### src/rtl/dmem_lsu.sv
// Load/store unit between the core datapath and a word-organised data memory.
//
// Takes one byte-addressed load or store at a time and talks to dmem with whole-word
// accesses only. Sub-word stores are done as read-modify-write, and loads are extracted
// and sign/zero-extended here. Each request ends with a single-cycle o_done pulse.
//
// Optional feature macro: LSU_MISALIGN_EN
//   defined   - misaligned accesses are executed; a word-crossing access also touches
//               word A+1 (through RD1/WR1), and o_misaligned never asserts.
//   undefined - misaligned H/HU/SH/W/SW accesses are rejected: no memory access,
//               o_rdata = 0, o_misaligned = 1.
//
// Ports
//   i_clk, i_rst_n       clock, synchronous active-low reset
//   i_req / o_ready      request handshake (o_ready is high only in IDLE)
//   i_we, i_funct3       store/load select, access size/sign (000 B, 001 H, 010 W, 100 BU, 101 HU)
//   i_addr, i_wdata      byte address (bits above ADDR_W are ignored), store data
//   o_done               one-cycle completion pulse
//   o_rdata              load result, held until the next completion
//   o_misaligned         pulses with o_done on a rejected misaligned access
//   o_mem_addr           dmem word address
//   o_mem_wdata          dmem write word
//   o_mem_wren           dmem write enable
//   o_mem_funct3         dmem access size, always word
//   i_mem_q              dmem combinational read word
module dmem_lsu #(
  parameter int unsigned ADDR_W = 11
) (
  input  logic              i_clk,
  input  logic              i_rst_n,
  input  logic              i_req,
  output logic              o_ready,
  input  logic              i_we,
  input  logic [2:0]        i_funct3,
  input  logic [31:0]       i_addr,
  input  logic [31:0]       i_wdata,
  output logic              o_done,
  output logic [31:0]       o_rdata,
  output logic              o_misaligned,
  output logic [ADDR_W-3:0] o_mem_addr,
  output logic [31:0]       o_mem_wdata,
  output logic              o_mem_wren,
  output logic [2:0]        o_mem_funct3,
  input  logic [31:0]       i_mem_q
);

  localparam int unsigned WordW = ADDR_W - 2;

  typedef enum logic [2:0] {StIdle, StRd0, StRd1, StWr0, StWr1, StDone} state_e;

  state_e             state_q, state_d;
  logic               we_q;
  logic [2:0]         funct3_q;
  logic [ADDR_W-1:0]  addr_q;
  logic [31:0]        wdata_q;
  logic [31:0]        rd_lo_q, rd_hi_q;
  logic [31:0]        rdata_q, rdata_d;
  logic               misal_q, misal_d;

  logic               unused_addr_hi;
  assign unused_addr_hi = ^i_addr[31:ADDR_W];

  // In IDLE the decode looks at the live request; in every other state at the captured one.
  logic               is_idle;
  logic               cur_we;
  logic [2:0]         cur_f3;
  logic [1:0]         cur_off;
  assign is_idle = (state_q == StIdle);
  assign cur_we  = is_idle ? i_we : we_q;
  assign cur_f3  = is_idle ? i_funct3 : funct3_q;
  assign cur_off = is_idle ? i_addr[1:0] : addr_q[1:0];

  logic       valid;
  logic       reject;
  logic       crossing;
  logic       misal_flag;
  logic       full_word;
  logic [3:0] size_mask;

  always_comb begin
    if (cur_we) valid = ~cur_f3[2] & (cur_f3[1:0] != 2'b11);
    else        valid = (cur_f3[1:0] != 2'b11) & ~(cur_f3[2] & cur_f3[1]);
  end

  assign full_word = (cur_f3[1:0] == 2'b10);

  always_comb begin
    size_mask = 4'b1111;
    case (cur_f3[1:0])
      2'b00:   size_mask = 4'b0001;
      2'b01:   size_mask = 4'b0011;
      default: size_mask = 4'b1111;
    endcase
  end

`ifdef LSU_MISALIGN_EN
  logic [2:0] size_b;
  always_comb begin
    size_b = 3'd4;
    case (cur_f3[1:0])
      2'b00:   size_b = 3'd1;
      2'b01:   size_b = 3'd2;
      default: size_b = 3'd4;
    endcase
  end
  assign crossing   = ({1'b0, cur_off} + size_b) > 3'd4;
  assign reject     = ~valid;
  assign misal_flag = 1'b0;
`else
  logic misal_raw;
  assign misal_raw  = ((cur_f3[1:0] == 2'b01) & cur_off[0]) |
                      ((cur_f3[1:0] == 2'b10) & (cur_off != 2'b00));
  assign crossing   = 1'b0;
  assign reject     = ~valid | misal_raw;
  assign misal_flag = valid & misal_raw;
`endif

  // Both words are viewed as one 64-bit little-endian window starting at word A.
  logic [4:0]  sh;
  logic [63:0] rd64;
  logic [63:0] wr64;
  logic [7:0]  mask8;
  logic [63:0] merged;
  assign sh    = {cur_off, 3'b000};
  assign rd64  = {rd_hi_q, rd_lo_q};
  assign wr64  = {32'b0, wdata_q} << sh;
  assign mask8 = {4'b0000, size_mask} << cur_off;

  always_comb begin
    merged = rd64;
    for (int i = 0; i < 8; i++) begin
      if (mask8[i]) merged[8*i +: 8] = wr64[8*i +: 8];
    end
  end

  // Load result, formed on the edge that leaves the last read state.
  logic [31:0] lo_src, hi_src;
  logic [31:0] ld_word;
  logic [31:0] ld_result;
  assign lo_src  = (state_q == StRd1) ? rd_lo_q : i_mem_q;
  assign hi_src  = (state_q == StRd1) ? i_mem_q : rd_hi_q;
  assign ld_word = 32'({hi_src, lo_src} >> sh);

  always_comb begin
    ld_result = ld_word;
    case (funct3_q)
      3'b000:  ld_result = {{24{ld_word[7]}}, ld_word[7:0]};
      3'b001:  ld_result = {{16{ld_word[15]}}, ld_word[15:0]};
      3'b100:  ld_result = {24'b0, ld_word[7:0]};
      3'b101:  ld_result = {16'b0, ld_word[15:0]};
      default: ld_result = ld_word;
    endcase
  end

  always_comb begin
    state_d = state_q;
    rdata_d = rdata_q;
    misal_d = misal_q;
    unique case (state_q)
      StIdle: begin
        if (i_req) begin
          if (reject) begin
            state_d = StDone;
            rdata_d = '0;
            misal_d = misal_flag;
          end else if (i_we && full_word && (i_addr[1:0] == 2'b00)) begin
            state_d = StWr0;
          end else begin
            state_d = StRd0;
          end
        end
      end
      StRd0: begin
        if (crossing) begin
          state_d = StRd1;
        end else if (we_q) begin
          state_d = StWr0;
        end else begin
          state_d = StDone;
          rdata_d = ld_result;
          misal_d = 1'b0;
        end
      end
      StRd1: begin
        if (we_q) begin
          state_d = StWr0;
        end else begin
          state_d = StDone;
          rdata_d = ld_result;
          misal_d = 1'b0;
        end
      end
      StWr0: begin
        if (crossing) begin
          state_d = StWr1;
        end else begin
          state_d = StDone;
          rdata_d = '0;
          misal_d = 1'b0;
        end
      end
      StWr1: begin
        state_d = StDone;
        rdata_d = '0;
        misal_d = 1'b0;
      end
      StDone:  state_d = StIdle;
      default: state_d = StIdle;
    endcase
  end

  always_ff @(posedge i_clk) begin
    if (!i_rst_n) begin
      state_q  <= StIdle;
      we_q     <= 1'b0;
      funct3_q <= '0;
      addr_q   <= '0;
      wdata_q  <= '0;
      rd_lo_q  <= '0;
      rd_hi_q  <= '0;
      rdata_q  <= '0;
      misal_q  <= 1'b0;
    end else begin
      state_q <= state_d;
      rdata_q <= rdata_d;
      misal_q <= misal_d;
      if (is_idle && i_req) begin
        we_q     <= i_we;
        funct3_q <= i_funct3;
        addr_q   <= i_addr[ADDR_W-1:0];
        wdata_q  <= i_wdata;
      end
      if (state_q == StRd0) rd_lo_q <= i_mem_q;
      if (state_q == StRd1) rd_hi_q <= i_mem_q;
    end
  end

  // Word A+1 wraps naturally at the top of the word address space.
  logic [WordW-1:0] word_a, word_b;
  assign word_a = addr_q[ADDR_W-1:2];
  assign word_b = word_a + WordW'(1);

  always_comb begin
    o_mem_addr  = '0;
    o_mem_wdata = '0;
    unique case (state_q)
      StRd0: o_mem_addr = word_a;
      StRd1: o_mem_addr = word_b;
      StWr0: begin
        o_mem_addr  = word_a;
        o_mem_wdata = merged[31:0];
      end
      StWr1: begin
        o_mem_addr  = word_b;
        o_mem_wdata = merged[63:32];
      end
      default: ;
    endcase
  end

  // Gated by reset so a write can never land on an edge where reset is sampled.
  assign o_mem_wren   = ((state_q == StWr0) || (state_q == StWr1)) && i_rst_n;
  assign o_mem_funct3 = 3'b010;
  assign o_ready      = is_idle;
  assign o_done       = (state_q == StDone);
  assign o_rdata      = rdata_q;
  assign o_misaligned = misal_q && (state_q == StDone);

endmodule

### config.mk
export PLATFORM = sky130hd
export DESIGN_NAME = dmem_lsu
export DESIGN_NICKNAME = d
export VERILOG_FILES = /design/src/rtl/dmem_lsu.sv
export SDC_FILE = /design/constraint.sdc
export NUM_CORES = 1
export LEC_CHECK = 0
export ABC_AREA = 1
export BUFFER_PORTS_ARGS = -buffer_cell sky130_fd_sc_hd__buf_4
export CORE_MARGIN = 10
export CORE_UTILIZATION = 52
export CTS_CLUSTER_DIAMETER = 40
export DETAILED_ROUTE_END_ITERATION = 6
export PLACE_DENSITY = 0.76
export SYNTH_ARGS = -nofsm -noshare
export SYNTH_HDL_FRONTEND = slang
export SYNTH_SLANG_ARGS = --single-unit
### constraint.sdc
create_clock -name i_clk -period 3.8 [get_ports i_clk]
set_input_delay 0.19 -clock i_clk [delete_from_list [all_inputs] [get_ports i_clk]]
set_output_delay 0.19 -clock i_clk [all_outputs]
set_load 0.03 [all_outputs]
==> results of run 1 <==
==> worst max-delay path: stages (launching register included) <==
cell and delay, ps:
dfxtp_1 520, inv_2 180, nand2_8 140, nand2_1 70, nand2_2 430, nand2_2 310
nand2_2 170, o21ai_2 190, nand3_1 180, o21ai_0 90, o21ai_0 350, buf_4 240
==> sequential cells by signal, summed over array words and instances (netlist names) <==
register,count
wdata_q,32
rd_hi_q,32
o_rdata,32
addr_q,11
rd_lo_q,32
funct3_q,3
state_q,3
we_q,1
misal_q,1
==> stage by stage <==
step                hold slack (ps)  instance area [sq um]
global placement                444                   9510
global route                   13.6                  10100
detailed placement              454                   9510
floorplan                       335                   8380
finish                         15.2                  10100
CTS                            8.84                  10100
==> kinds of logic (layout without fill, tap and decap cells) <==
| group | count (synthesis) | after routing | synth area share (%) |
|---|---|---|---|
| simple gates | 554 | 554 | 27.6 |
| compound gates | 417 | 417 | 26.6 |
| flops | 147 | 147 | 35.1 |
| fa+ha+maj | 1 | 1 | 0.149 |
| other cells | 2 | 3 | 0.0896 |
| buf+inv | 207 | 317 | 10.4 |
==> worst paths after layout <==
kind                          to
hold reg to reg       o_rdata[3]
hold / removal       wdata_q[14]
setup reg to reg     o_rdata[25]
setup / recovery  o_mem_wdata[4]
==> power by group <==
| group | leakage (uW) | switching, uW | internal (uW) |
|---|---|---|---|
| logic | 0.00292 | 3090 | 1250 |
| registers | 0.00120 | 218 | 1900 |
| clock network | 0.000289 | 683 | 1070 |
| total | 0.00441 | 3990 | 4220 |
==> final cells by class <==
class                      count  area [sq um]  share of cell area, %
inverter                     111           417                   4.12
timing repair buffer         174          1310                   12.9
sequential                   147          2940                   29.1
clock buffer                  20           457                   4.51
multi-input combinational    975          4580                   45.2
tap                          216           270                   2.67
clock inverter                12           153                   1.51
==> cell usage in the layout (no fill, tap or decap) <==
cell type | netlist | final
nor2_8 | 1 | 1
o32ai_1 | 3 | 3
clkbuf_1 | 47 | 1
a21oi_1 | 131 | 131
nand2_8 | 1 | 1
nand2_1 | 339 | 338
clkinv_2 | 0 | 3
dfxtp_1 | 147 | 147
nor2_2 | 4 | 4
o21ai_0 | 199 | 199
conb_1 | 2 | 3
a211oi_1 | 1 | 1
bufinv_16 | 0 | 3
nor3_2 | 0 | 1
clkbuf_16 | 0 | 17
nor3_1 | 3 | 2
o21ai_2 | 2 | 2
o21ai_1 | 30 | 30
inv_6 | 0 | 2
nor2_1 | 86 | 86
o31ai_1 | 2 | 2
clkinvlp_4 | 0 | 4
nand2_2 | 7 | 8
o21ai_4 | 1 | 1
nand3_4 | 1 | 1
o21a_1 | 2 | 2
inv_2 | 6 | 7
nand3_1 | 102 | 102
nand3_2 | 1 | 1
o211ai_1 | 36 | 36
inv_1 | 105 | 104
nor4_1 | 4 | 4
nand3b_1 | 1 | 1
or2_2 | 2 | 2
clkbuf_8 | 0 | 2
o22ai_1 | 10 | 10
nand4_1 | 2 | 2
ha_1 | 1 | 1
buf_4 | 12 | 174
==> metal layers <==
layer | share of wire, % | up-vias | GRT usage (%)
met2 | 44 | 513 | 40.0
met4 | 4.8 | 0 | 13.0
met1 | 41 | 4199 | 33.0
met3 | 11 | 84 | 7.37
met5 | 0 | - | 0
li1 | - | 4621 | -
==> impl_results.rst, run 1 <==
.. list-table::
   :header-rows: 1

   * - Metric
     - Value
   * - Source of the worst register-to-register timing path
     - state_q[1]
   * - I/O pin count
     - about 180
   * - Total inserted antenna cells
     - 0
   * - Total length of routed wires
     - roughly 29000 um
   * - Root buffer cell
     - clkbuf_16
   * - Final Hold Fails
     - 0
   * - Clk sinks
     - around 150
   * - Number of nets still failing antenna checks after routing
     - 0
   * - Detail-routed net length per standard cell
     - around 18 um
   * - Count of filler cells inserted in the layout
     - between 1500 and 2000
   * - Number of max-slew violations in the final report
     - 0
   * - Worst setup timing slack at the placement stage
     - 863 ps
   * - Total placed cells including tap cells
     - between 1500 and 2000
   * - Worst-Margin Slew
     - between 900 and 1000 ps
   * - RSZ-0062 raised after global routing
     - no
   * - Hold path startpoint
     - i_wdata[14]
   * - VDD IR-drop max
     - between 0.0004 and 0.0005 V
   * - Maximum number of pins on one net before global-route repair
     - ~100
   * - Total grt overflow
     - 0
   * - Nature of the critical path startpoint
     - register
   * - Critical Path End Type
     - output pin
   * - Dominant cell type by area after synthesis
     - dfxtp_1
   * - Mapped Avg Cell Area
     - between 6 and 7 sq um
   * - Number of maximum-capacitance violations
     - 0
   * - Register-to-register path setup slack
     - between 800 and 900 ps
   * - Clock tree from TritonCTS
     - built
   * - Final weighted congestion in routability-driven placement
     - about 1.0
   * - Sequential share of the synthesized area
     - about a third
   * - Initial drt markers
     - 1143
   * - Total number of H-tree levels
     - 4
   * - Synthesized instance count
     - approximately 1300
   * - Maximum frequency from static timing analysis
     - ~290 MHz
   * - Final min period
     - 3490 ps
   * - Layout Skew
     - 7.55 ps
   * - Number of nets in the final layout
     - between 1500 and 2000
   * - Final setup margin
     - approximately 310 ps
   * - Class of the tightest hold or removal check
     - primary input to register
   * - Total clock buffers created by CTS
     - 17
   * - Crit path DAT
     - ~3300 ps
   * - Total global routing track utilization
     - about a quarter
   * - Number of failing setup endpoints in the final timing report
     - 0
   * - Post-CTS setup repair buffer count
     - 0
   * - Power Density
     - 811 nW/um^2
   * - Clock Latency Late Sink
     - 430 ps
   * - DR vias
     - around 9400
   * - CTS Hold Bufs
     - 0
   * - Yosys warning total
     - 0
   * - Via count of the first global-routing pass
     - ~8400
   * - Netlist area before placement
     - around 8400 sq um
   * - Result of the run
     - completed
   * - Top-count cell post-synth
     - nand2_1
   * - Primary FF master, synth
     - dfxtp_1
   * - Top post-synthesis cells by area
     - dfxtp_1, nand2_1, o21ai_0
   * - Detailed placer's ending HPWL
     - ~21000 um
   * - Depth of the worst register-to-register path
     - 11
   * - Hold Path Cell Cnt
     - 3
   * - First-pass GRT wire length
     - between 40000 and 50000 um
   * - Commonest cells in the synthesized netlist
     - nand2_1, o21ai_0, dfxtp_1
   * - Clock-pin slew reported for the worst setup and hold paths after clock tree synthesis
     - around 60 ps
   * - Number of different library cells in the post-synthesis netlist
     - 35
   * - Drt pass-1 iters
     - 6
   * - Final Power
     - between 8000 and 9000 uW
   * - Post-DR vias/cell
     - between 5 and 6
   * - Fraction of the core area covered by cells at the end of the flow
     - 64.0%
   * - Antenna violations before repair
     - 0
   * - Post-route fraction of the period consumed by the critical path
     - about nine tenths
   * - Sum Neg Setup Slack
     - 0 ps
   * - Height of the chip
     - 147 um
   * - Row cnt
     - 46
   * - Register bit total from synthesis
     - between 100 and 150
   * - Critical path data required time
     - approximately 3600 ps
   * - Layout-stage area growth over the synthesis result
     - 20.8%
   * - Starting density of the core
     - approximately 53%
   * - Finished Layout Cells
     - between 1500 and 2000
   * - CTS Buffer Depth
     - 2
   * - Crit path launch
     - state_q[1]
   * - Peak fanout along the critical path
     - 32
   * - Count of flip-flops with a built-in enable after synthesis
     - 0
   * - Die Outline Area
     - 21600 sq um
   * - Die width
     - ~150 um
   * - Total of cells resized after clock tree synthesis
     - 0
   * - Fraction of synthesis flops using an asynchronous set or reset pin
     - 0%
   * - Area share of the largest cell type after synthesis
     - between 30% and 40%
   * - PortBufs
     - approximately 160
   * - DRC violations left
     - 0
   * - Path type of the worst setup path
     - register to output pin
   * - Fraction of layout instances using a drive strength above 1
     - 16.3%
   * - Relative slew slack
     - 37.4%
   * - Static Leakage
     - approximately 0.0044 uW
   * - Core area
     - 15800 sq um
Note: power is estimated with default switching activity, not from simulation.
==> run 2, diff against run 1 <==
--- a/config.mk
+++ b/config.mk
@@ -5,13 +5,12 @@
 export SDC_FILE = /design/constraint.sdc
 export NUM_CORES = 1
 export LEC_CHECK = 0
-export ABC_AREA = 1
 export BUFFER_PORTS_ARGS = -buffer_cell sky130_fd_sc_hd__buf_4
 export CORE_MARGIN = 10
 export CORE_UTILIZATION = 52
 export CTS_CLUSTER_DIAMETER = 40
 export DETAILED_ROUTE_END_ITERATION = 6
-export PLACE_DENSITY = 0.76
+export PLACE_DENSITY_LB_ADDON = 0.1
 export SYNTH_ARGS = -nofsm -noshare
 export SYNTH_HDL_FRONTEND = slang
 export SYNTH_SLANG_ARGS = --single-unit
==> run 2 against run 1 <==
Compared with the run above:
- largest cell class unchanged
- sequential share of layout area rose by 0.33 points
- register-to-register slack got worse by 50 ps
- power shrank 43%
- die area down 3.5%
- synthesized cell count fell by 22%
- maximum frequency fell by 1.1%
- sequential cell count did not move
- final cell count is 18% lower
==> impl_results.rst, run 2 <==
.. list-table::
   :header-rows: 1

   * - Metric
     - Value
   * - Antenna violations before repair
     - 0 (unchanged)
   * - Critical path data required time
     - 3610 ps (about the same)
   * - CP dominant cell by count
     - buf_4
   * - CTS Buffer Depth
     - 2 (unchanged)
   * - Hold path startpoint
     - i_wdata[3]
   * - Crit path max-delay family
     - simple AND/OR/NAND/NOR gates
   * - Internal Pwr Total
     - 3150 uW (-25%)
   * - Drt pass-1 iters
     - 6 (unchanged)
   * - Mapped Avg Cell Area
     - 7.79 sq um (+24%)
   * - Total inserted antenna cells
     - 0 (unchanged)
   * - Clk sinks
     - 147 (unchanged)
   * - I/O pin count
     - 183 (unchanged)
   * - RSZ-0062 raised after global routing
     - no
   * - Switching power
     - 1570 uW (-61%)
   * - Power Density
     - 472 nW/um^2 (-42%)
   * - Depth of the worst register-to-register path
     - 7 (-4)
   * - DR vias
     - 8280 (-12%)
   * - Clock-pin slew reported for the worst setup and hold paths after clock tree synthesis
     - 60 ps (about the same)
   * - Clock tree from TritonCTS
     - built
   * - Top-count cell post-synth
     - nand2_1
   * - Number of nets still failing antenna checks after routing
     - 0 (unchanged)
   * - Total length of routed wires
     - 27900 um (-4.9%)
   * - Layout-stage area growth over the synthesis result
     - 24.4%
   * - Buffers and inverters on the worst path
     - 2 (unchanged)
   * - Detail-routed net length per standard cell
     - 20.5 um (+15%)
   * - Final min period
     - 3530 ps (+37.9 ps)
   * - Sequential share of the synthesized area
     - 36.6% (+1.5 points)
   * - Path type of the worst setup path
     - register to output pin
   * - Worst-Margin Slew
     - 1230 ps (+304 ps)
   * - VDD IR-drop max
     - 0.000347 V (-30%)
   * - Number of nets in the final layout
     - 1269 (-17%)
   * - Commonest cells in the synthesized netlist
     - nand2_1, dfxtp_1, a21oi_1
   * - Netlist area before placement
     - 8040 sq um (-4.0%)
   * - Relative slew slack
     - 17.1% (-20 points)
   * - Height of the chip
     - 144 um (-1.7%)
   * - Finished Cell Area
     - 10000 sq um (-1.1%)
   * - Fraction of layout instances using a drive strength above 1
     - 19.2% (+2.9 points)
   * - Sum Neg Setup Slack
     - 0 ps (unchanged)
   * - Total clock buffers created by CTS
     - 17 (unchanged)
   * - Final weighted congestion in routability-driven placement
     - 0.964 (-4.9%)
   * - DRC violations left
     - 0 (unchanged)
   * - Row cnt
     - 45 (-2.2%)
   * - Count of filler cells inserted in the layout
     - 1336 (-13%)
   * - Cell-by-cell trace of the critical path
     - nor3_4 > mux2i_4 > buf_4 > o21ai_1 > a22oi_1 > and2_1 > a221o_1 > buf_4
   * - Source of the worst register-to-register timing path
     - state_q[1]
   * - Number of max-slew violations in the final report
     - 0 (unchanged)
   * - Most frequent standard cell in the layout excluding fill and tap cells
     - nand2_1
   * - PortBufs
     - 158 (unchanged)
   * - Nature of the critical path startpoint
     - register
   * - Synthesized instance count
     - 1032 (-22%)
   * - Crit path DAT
     - 3340 ps (+40 ps)
   * - Maximum single-stage delay on the critical path
     - 460 ps (-60 ps)
   * - Primary FF master, synth
     - dfxtp_1
   * - Die Outline Area
     - 20800 sq um (-3.5%)
   * - Via count of the first global-routing pass
     - 7538 (-11%)
   * - Register-to-register path setup slack
     - 810 ps (-50 ps)
   * - Static Leakage
     - 0.00418 uW (-5.1%)
   * - Reg-to-Reg End
     - o_rdata[11]
   * - Clock Latency Late Sink
     - 430 ps (about the same)
   * - Count of flip-flops with a built-in enable after synthesis
     - 0 (unchanged)
   * - Finished Layout Cells
     - 1365 (-18%)
   * - Yosys warning total
     - 0 (unchanged)
   * - Final Hold Fails
     - 0 (unchanged)
   * - Initial drt markers
     - 1038 (-9.2%)
   * - Layout Skew
     - 7.59 ps (+0.0433 ps)
   * - Area share of the largest cell type after synthesis
     - 36.6% (+1.5 points)
   * - Result of the run
     - completed
   * - Total number of H-tree levels
     - 4 (unchanged)
   * - Endpoint with the worst hold slack
     - wdata_q[3]
   * - First-pass GRT wire length
     - 42100 um (-7.4%)
   * - Register bit total from synthesis
     - 147 (unchanged)
   * - Worst setup timing slack at the placement stage
     - 688 ps (-175 ps)
   * - Post-DR vias/cell
     - 6.07 (+6.6%)
   * - Final Power
     - 4720 uW (-43%)
   * - Total placed cells including tap cells
     - 1321 (-19%)
   * - Post-CTS setup repair buffer count
     - 0 (unchanged)
   * - Peak fanout along the critical path
     - 28 (-13%)
   * - Standard cell area after detailed placement
     - 9280 sq um (-2.5%)
   * - Number of failing setup endpoints in the final timing report
     - 0 (unchanged)
   * - Commonest cells after routing, fill and taps aside
     - nand2_1, buf_4, dfxtp_1
   * - Part of the power in the clock network
     - 36.5% (+15 points)
   * - Starting density of the core
     - 52.9% (about the same)
   * - Detailed placer's ending HPWL
     - 20500 um (-4.9%)
   * - Core area
     - 15200 sq um (-4.0%)
   * - Critical Path End Type
     - output pin
   * - Maximum frequency from static timing analysis
     - 283 MHz (-1.1%)
   * - Die width
     - 144 um (-1.7%)
   * - Maximum number of pins on one net before global-route repair
     - 74 (-27%)
   * - Total global routing track utilization
     - 26.3% (+0.14 points)
   * - Post-route fraction of the period consumed by the critical path
     - 92.9% (+1.0 points)
   * - Final setup margin
     - 270 ps (-37.9 ps)
   * - Class of the tightest hold or removal check
     - primary input to register
   * - Sequential group share of total power
     - 37.4% (+12 points)
   * - Top post-synthesis cells by area
     - dfxtp_1, mux2i_1, nand2_1
   * - Number of different library cells in the post-synthesis netlist
     - 58 (+66%)
   * - Switching part of the total power
     - 33.4% (-15 points)
   * - CP max stage cell
     - nor3_4
   * - Fraction of synthesis flops using an asynchronous set or reset pin
     - 0% (unchanged)
   * - Root buffer cell
     - clkbuf_16
   * - Hold Path Cell Cnt
     - 3 (unchanged)
   * - Proportion of power drawn by combinational gates
     - 26.0% (-27 points)
   * - Number of maximum-capacitance violations
     - 0 (unchanged)
   * - Total grt overflow
     - 0 (unchanged)
   * - Dominant cell type by area after synthesis
     - dfxtp_1
run 2: logic make-up (layout without fill, tap and decap cells):
family / count (synthesis) / in the layout / share of synthesized area (%)
AO/OA/AOI/OAI: 305 / 305 / 23.6
XOR/XNOR: 3 / 3 / 0.327
adder cells (fa/ha/maj): 1 / 1 / 0.156
buffers and inverters: 92 / 236 / 5.37
flip-flops: 147 / 147 / 36.6
multiplexers: 120 / 120 / 15.4
other: 2 / 3 / 0.0934
AND/OR/NAND/NOR: 362 / 362 / 18.5
run 2: power groups by stage:
stage | Sequential, uW | Clock, uW | Combinational, uW
after floorplan | 1830 | 0 | 779
after CTS | 1760 | 1730 | 1210
after global routing | 1780 | 1800 | 1330
after detailed placement | 1800 | 0 | 1200
final | 1770 | 1720 | 1230
after global placement | 1790 | 0 | 1180
run 2: tightest hold or removal path, delay by kind of cell:
kind                   cells  cell delay [ps]
buffers and inverters      1              110
and+or+nand+nor            1               50
AOI/OAI and AO/OA          1               50
run 2: what timing repair did:
action | CTS | global route
hold buffers | 13 | 0
resized for setup | 0 | 1
endpoints found under the hold margin | 13 | 0
setup endpoints to repair | 0 | 1
run 2: metrics by stage:
| step | util, % | hold WS [ps] |
|---|---|---|
| floorplan | - | 312 |
| global placement | 61.0 | 437 |
| detailed placement | 61.0 | 446 |
| CTS | 65.8 | 0.640 |
| global route | 65.8 | 2.88 |
| finish | 65.8 | 4.08 |
run 2: worst max path at each step:
stage	startpoint	to	cells after the start
finish	state_q[0]	o_mem_wdata[6]	8
global route	state_q[0]	o_mem_wdata[0]	8
CTS	state_q[0]	o_mem_wdata[15]	7
detailed placement	state_q[0]	o_mem_wdata[15]	7
global placement	state_q[0]	o_mem_wdata[15]	7
floorplan	state_q[0]	o_mem_wdata[19]	9
run 2: metal layers:
layer | track usage [%] | routed length (um)
met1 | 34.4 | 11700
met2 | 41.1 | 12800
met3 | 6.10 | 2560
met4 | 9.63 | 817
met5 | 0 | 0
run 2: area by class of cell:
cell class / count / area (sq um) / share of cell area [%]
Clock buffer: 22 / 484 / 4.84
Clock inverter: 9 / 118 / 1.18
Inverter: 10 / 38.8 / 0.387
Multi-Input combinational cell: 794 / 4680 / 46.8
Sequential cell: 147 / 2940 / 29.4
Tap cell: 188 / 235 / 2.35
Timing Repair Buffer: 195 / 1510 / 15.1
==> run 3, diff against run 2 <==
--- a/config.mk
+++ b/config.mk
@@ -11,6 +11,7 @@
 export CTS_CLUSTER_DIAMETER = 40
 export DETAILED_ROUTE_END_ITERATION = 6
 export PLACE_DENSITY_LB_ADDON = 0.1
+export RECOVER_POWER = 100
 export SYNTH_ARGS = -nofsm -noshare
 export SYNTH_HDL_FRONTEND = slang
 export SYNTH_SLANG_ARGS = --single-unit
==> run 3 against run 2 <==
Compared with the run above:
- the run now ends with max-capacitance violations, max-slew violations left
- non-clock buffer count unchanged
- maximum frequency shrank 2.5%
- global-route usage stayed put
- core utilization fell by 1.7 points
- clock skew barely moved
- clock power about the same
- worst hold slack about the same
- sequential power hardly changed
- die area did not move
- critical path type unchanged
- largest power group unchanged
==> impl_results.rst, run 3 (same netlist as run 2, synthesis figures left out) <==
.. list-table::
   :header-rows: 1

   * - Metric
     - Value
   * - Switching power
     - 1580 uW (+0.38%)
   * - RSZ-0062 raised after global routing
     - no
   * - Starting density of the core
     - 52.9% (unchanged)
   * - Root buffer cell
     - clkbuf_16
   * - Number of max-slew violations in the final report
     - 81 (+81)
   * - Commonest cells after routing, fill and taps aside
     - nand2_1, dfxtp_1, a21oi_1
   * - DR vias
     - 8299 (+0.23%)
   * - Cell-by-cell trace of the critical path
     - nor3_4 > mux2_1 > a31oi_4 > nor2_1 > a21o_1 > o22ai_1 > buf_4
   * - Via count of the first global-routing pass
     - 7538 (unchanged)
   * - Total inserted antenna cells
     - 0 (unchanged)
   * - Clock tree from TritonCTS
     - built
   * - Met2 layer wire length in the routed design
     - 12900 um (+0.66%)
   * - Total global routing track utilization
     - 26.3% (unchanged)
   * - Die width
     - 144 um (unchanged)
   * - Relative slew slack
     - -33.6% (-51 points)
   * - Critical path data required time
     - 3610 ps (about the same)
   * - Final weighted congestion in routability-driven placement
     - 0.964 (unchanged)
   * - Height of the chip
     - 144 um (unchanged)
   * - Multi-input combinational cell area
     - 4670 sq um (-0.24%)
   * - Class of the tightest hold or removal check
     - primary input to register
   * - Total length of routed wires
     - 28100 um (+0.58%)
   * - Drt pass-1 iters
     - 6 (unchanged)
   * - Final Hold Fails
     - 0 (unchanged)
   * - Most frequent standard cell in the layout excluding fill and tap cells
     - nand2_1
   * - Crit path DAT
     - 3430 ps (+90 ps)
   * - Maximum number of pins on one net before global-route repair
     - 74 (unchanged)
   * - Number of nets in the final layout
     - 1269 (unchanged)
   * - Part of the power in the clock network
     - 36.9% (+0.4 points)
   * - CTS Buffer Depth
     - 2 (unchanged)
   * - Top sig layer
     - met4
   * - Finished Cell Area
     - 9750 sq um (-2.6%)
   * - Row cnt
     - 45 (unchanged)
   * - Nature of the critical path startpoint
     - register
   * - Number of nets still failing antenna checks after routing
     - 0 (unchanged)
   * - Fraction of layout instances using a drive strength above 1
     - 14.6% (-4.6 points)
   * - Count of filler cells inserted in the layout
     - 1387 (+3.8%)
   * - Total grt overflow
     - 0 (unchanged)
   * - CP max stage cell
     - mux2_1
   * - Power Density
     - 480 nW/um^2 (+1.7%)
   * - Violated checks
     - max-capacitance violations, max-slew violations
   * - Layout Skew
     - 7.26 ps (-0.334 ps)
   * - DRC violations left
     - 0 (unchanged)
   * - Clk sinks
     - 147 (unchanged)
   * - Initial drt markers
     - 989 (-4.7%)
   * - Total clock buffers created by CTS
     - 17 (unchanged)
   * - Clock-pin slew reported for the worst setup and hold paths after clock tree synthesis
     - 60 ps (about the same)
   * - PortBufs
     - 158 (unchanged)
   * - Post-CTS setup repair buffer count
     - 0 (unchanged)
   * - Sum Neg Setup Slack
     - 0 ps (unchanged)
   * - Number of maximum-capacitance violations
     - 2 (+2)
   * - Fraction of the core area covered by cells at the end of the flow
     - 64.1% (-1.7 points)
   * - Maximum single-stage delay on the critical path
     - 740 ps (+280 ps)
   * - I/O pin count
     - 183 (unchanged)
   * - Die Outline Area
     - 20800 sq um (unchanged)
   * - Detail-routed net length per standard cell
     - 20.6 um (+0.58%)
   * - Maximum frequency from static timing analysis
     - 276 MHz (-2.5%)
   * - First-pass GRT wire length
     - 42100 um (unchanged)
   * - Post-DR vias/cell
     - 6.08 (+0.23%)
   * - Standard cell area after detailed placement
     - 9280 sq um (unchanged)
   * - Detailed-routing wirelength on met1
     - 12100 um (+2.8%)
   * - Layout-stage area growth over the synthesis result
     - 21.2%
   * - Post-route fraction of the period consumed by the critical path
     - 95.3% (+2.4 points)
   * - Hold slack final
     - 4.19 ps (+0.112 ps)
   * - Core area
     - 15200 sq um (unchanged)
   * - Number of failing setup endpoints in the final timing report
     - 0 (unchanged)
   * - Worst-Margin Slew
     - 2000 ps (+772 ps)
   * - Internal Pwr Total
     - 3100 uW (-1.6%)
   * - Total placed cells including tap cells
     - 1321 (unchanged)
   * - Register area
     - 2940 sq um (unchanged)
   * - Final min period
     - 3620 ps (+91.2 ps)
   * - Total number of H-tree levels
     - 4 (unchanged)
   * - Result of the run
     - finished, violations left
   * - DR WL met3
     - 2360 um (-7.6%)
   * - Critical Path End Type
     - output pin
   * - Sequential group share of total power
     - 37.8% (+0.4 points)
   * - Register-to-register path setup slack
     - 260 ps (-550 ps)
   * - Detailed placer's ending HPWL
     - 20500 um (unchanged)
   * - Path type of the worst setup path
     - register to output pin
   * - Clock Latency Late Sink
     - 440 ps (about the same)
   * - Antenna violations before repair
     - 0 (unchanged)
   * - Proportion of power drawn by combinational gates
     - 25.3% (-0.7 points)
   * - VDD IR-drop max
     - 0.000346 V (-0.42%)
   * - Peak fanout along the critical path
     - 25 (-11%)
   * - Switching part of the total power
     - 33.8% (+0.44 points)
   * - Finished Layout Cells
     - 1365 (unchanged)
   * - Static Leakage
     - 0.00396 uW (-5.4%)
[run 3: power groups by stage]
stage | sequential (uW) | combinational (uW) | clock [uW]
5_1_grt | 1780 | 1280 | 1800
4_1_cts | 1760 | 1210 | 1730
2_1_floorplan | 1830 | 779 | 0
6_report | 1770 | 1180 | 1730
3_3_place_gp | 1790 | 1180 | 0
3_5_place_dp | 1800 | 1200 | 0
[run 3: area by class of cell]
class | instances | share of cell area (%)
clock buffers | 22 | 4.97
multi-input cells | 794 | 47.9
well taps | 188 | 2.41
repair buffers | 195 | 12.9
inverters | 10 | 0.398
clock inverters | 9 | 1.21
flip-flops and latches | 147 | 30.2
[run 3: worst paths after layout]
| kind | from | to | cells after the start |
|---|---|---|---|
| worst max-delay path | state_q[0] | o_mem_wdata[15] | 7 |
| worst min register to register | o_rdata[3] | o_rdata[3] | 2 |
| worst min-delay path | i_wdata[3] | wdata_q[3] | 3 |
| worst max register to register | state_q[1] | o_rdata[29] | 7 |
[run 3: metrics by stage]
stage / worst slack, ps / power [uW]
floorplan: 1180 / 2610
global placement: 723 / 2980
detailed placement: 688 / 2990
CTS: 212 / 4710
global route: 34.3 / 4860
finish: 178 / 4680
[run 3: critical path, delay by kind of cell (launching register included)]
family | cells | cell delay, ps
AND/OR/NAND/NOR | 2 | 530
buffers and inverters | 1 | 240
multiplexers | 1 | 740
AO/OA/AOI/OAI | 3 | 1040
flip-flops | 1 | 430
[run 3: repair_timing]
item                                   4_1_cts  5_1_grt
hold buffers                                13        0
gates resized for setup                      0        1
endpoints found under the hold margin       13        0
setup endpoints to repair                    0        1
[run 3: metal layers]
layer | vias to the layer above | global-route usage (%)
li1 | 3929 | -
met1 | 3923 | 34.4
met2 | 398 | 41.1
met3 | 49 | 6.10
met4 | 0 | 9.63
met5 | - | 0
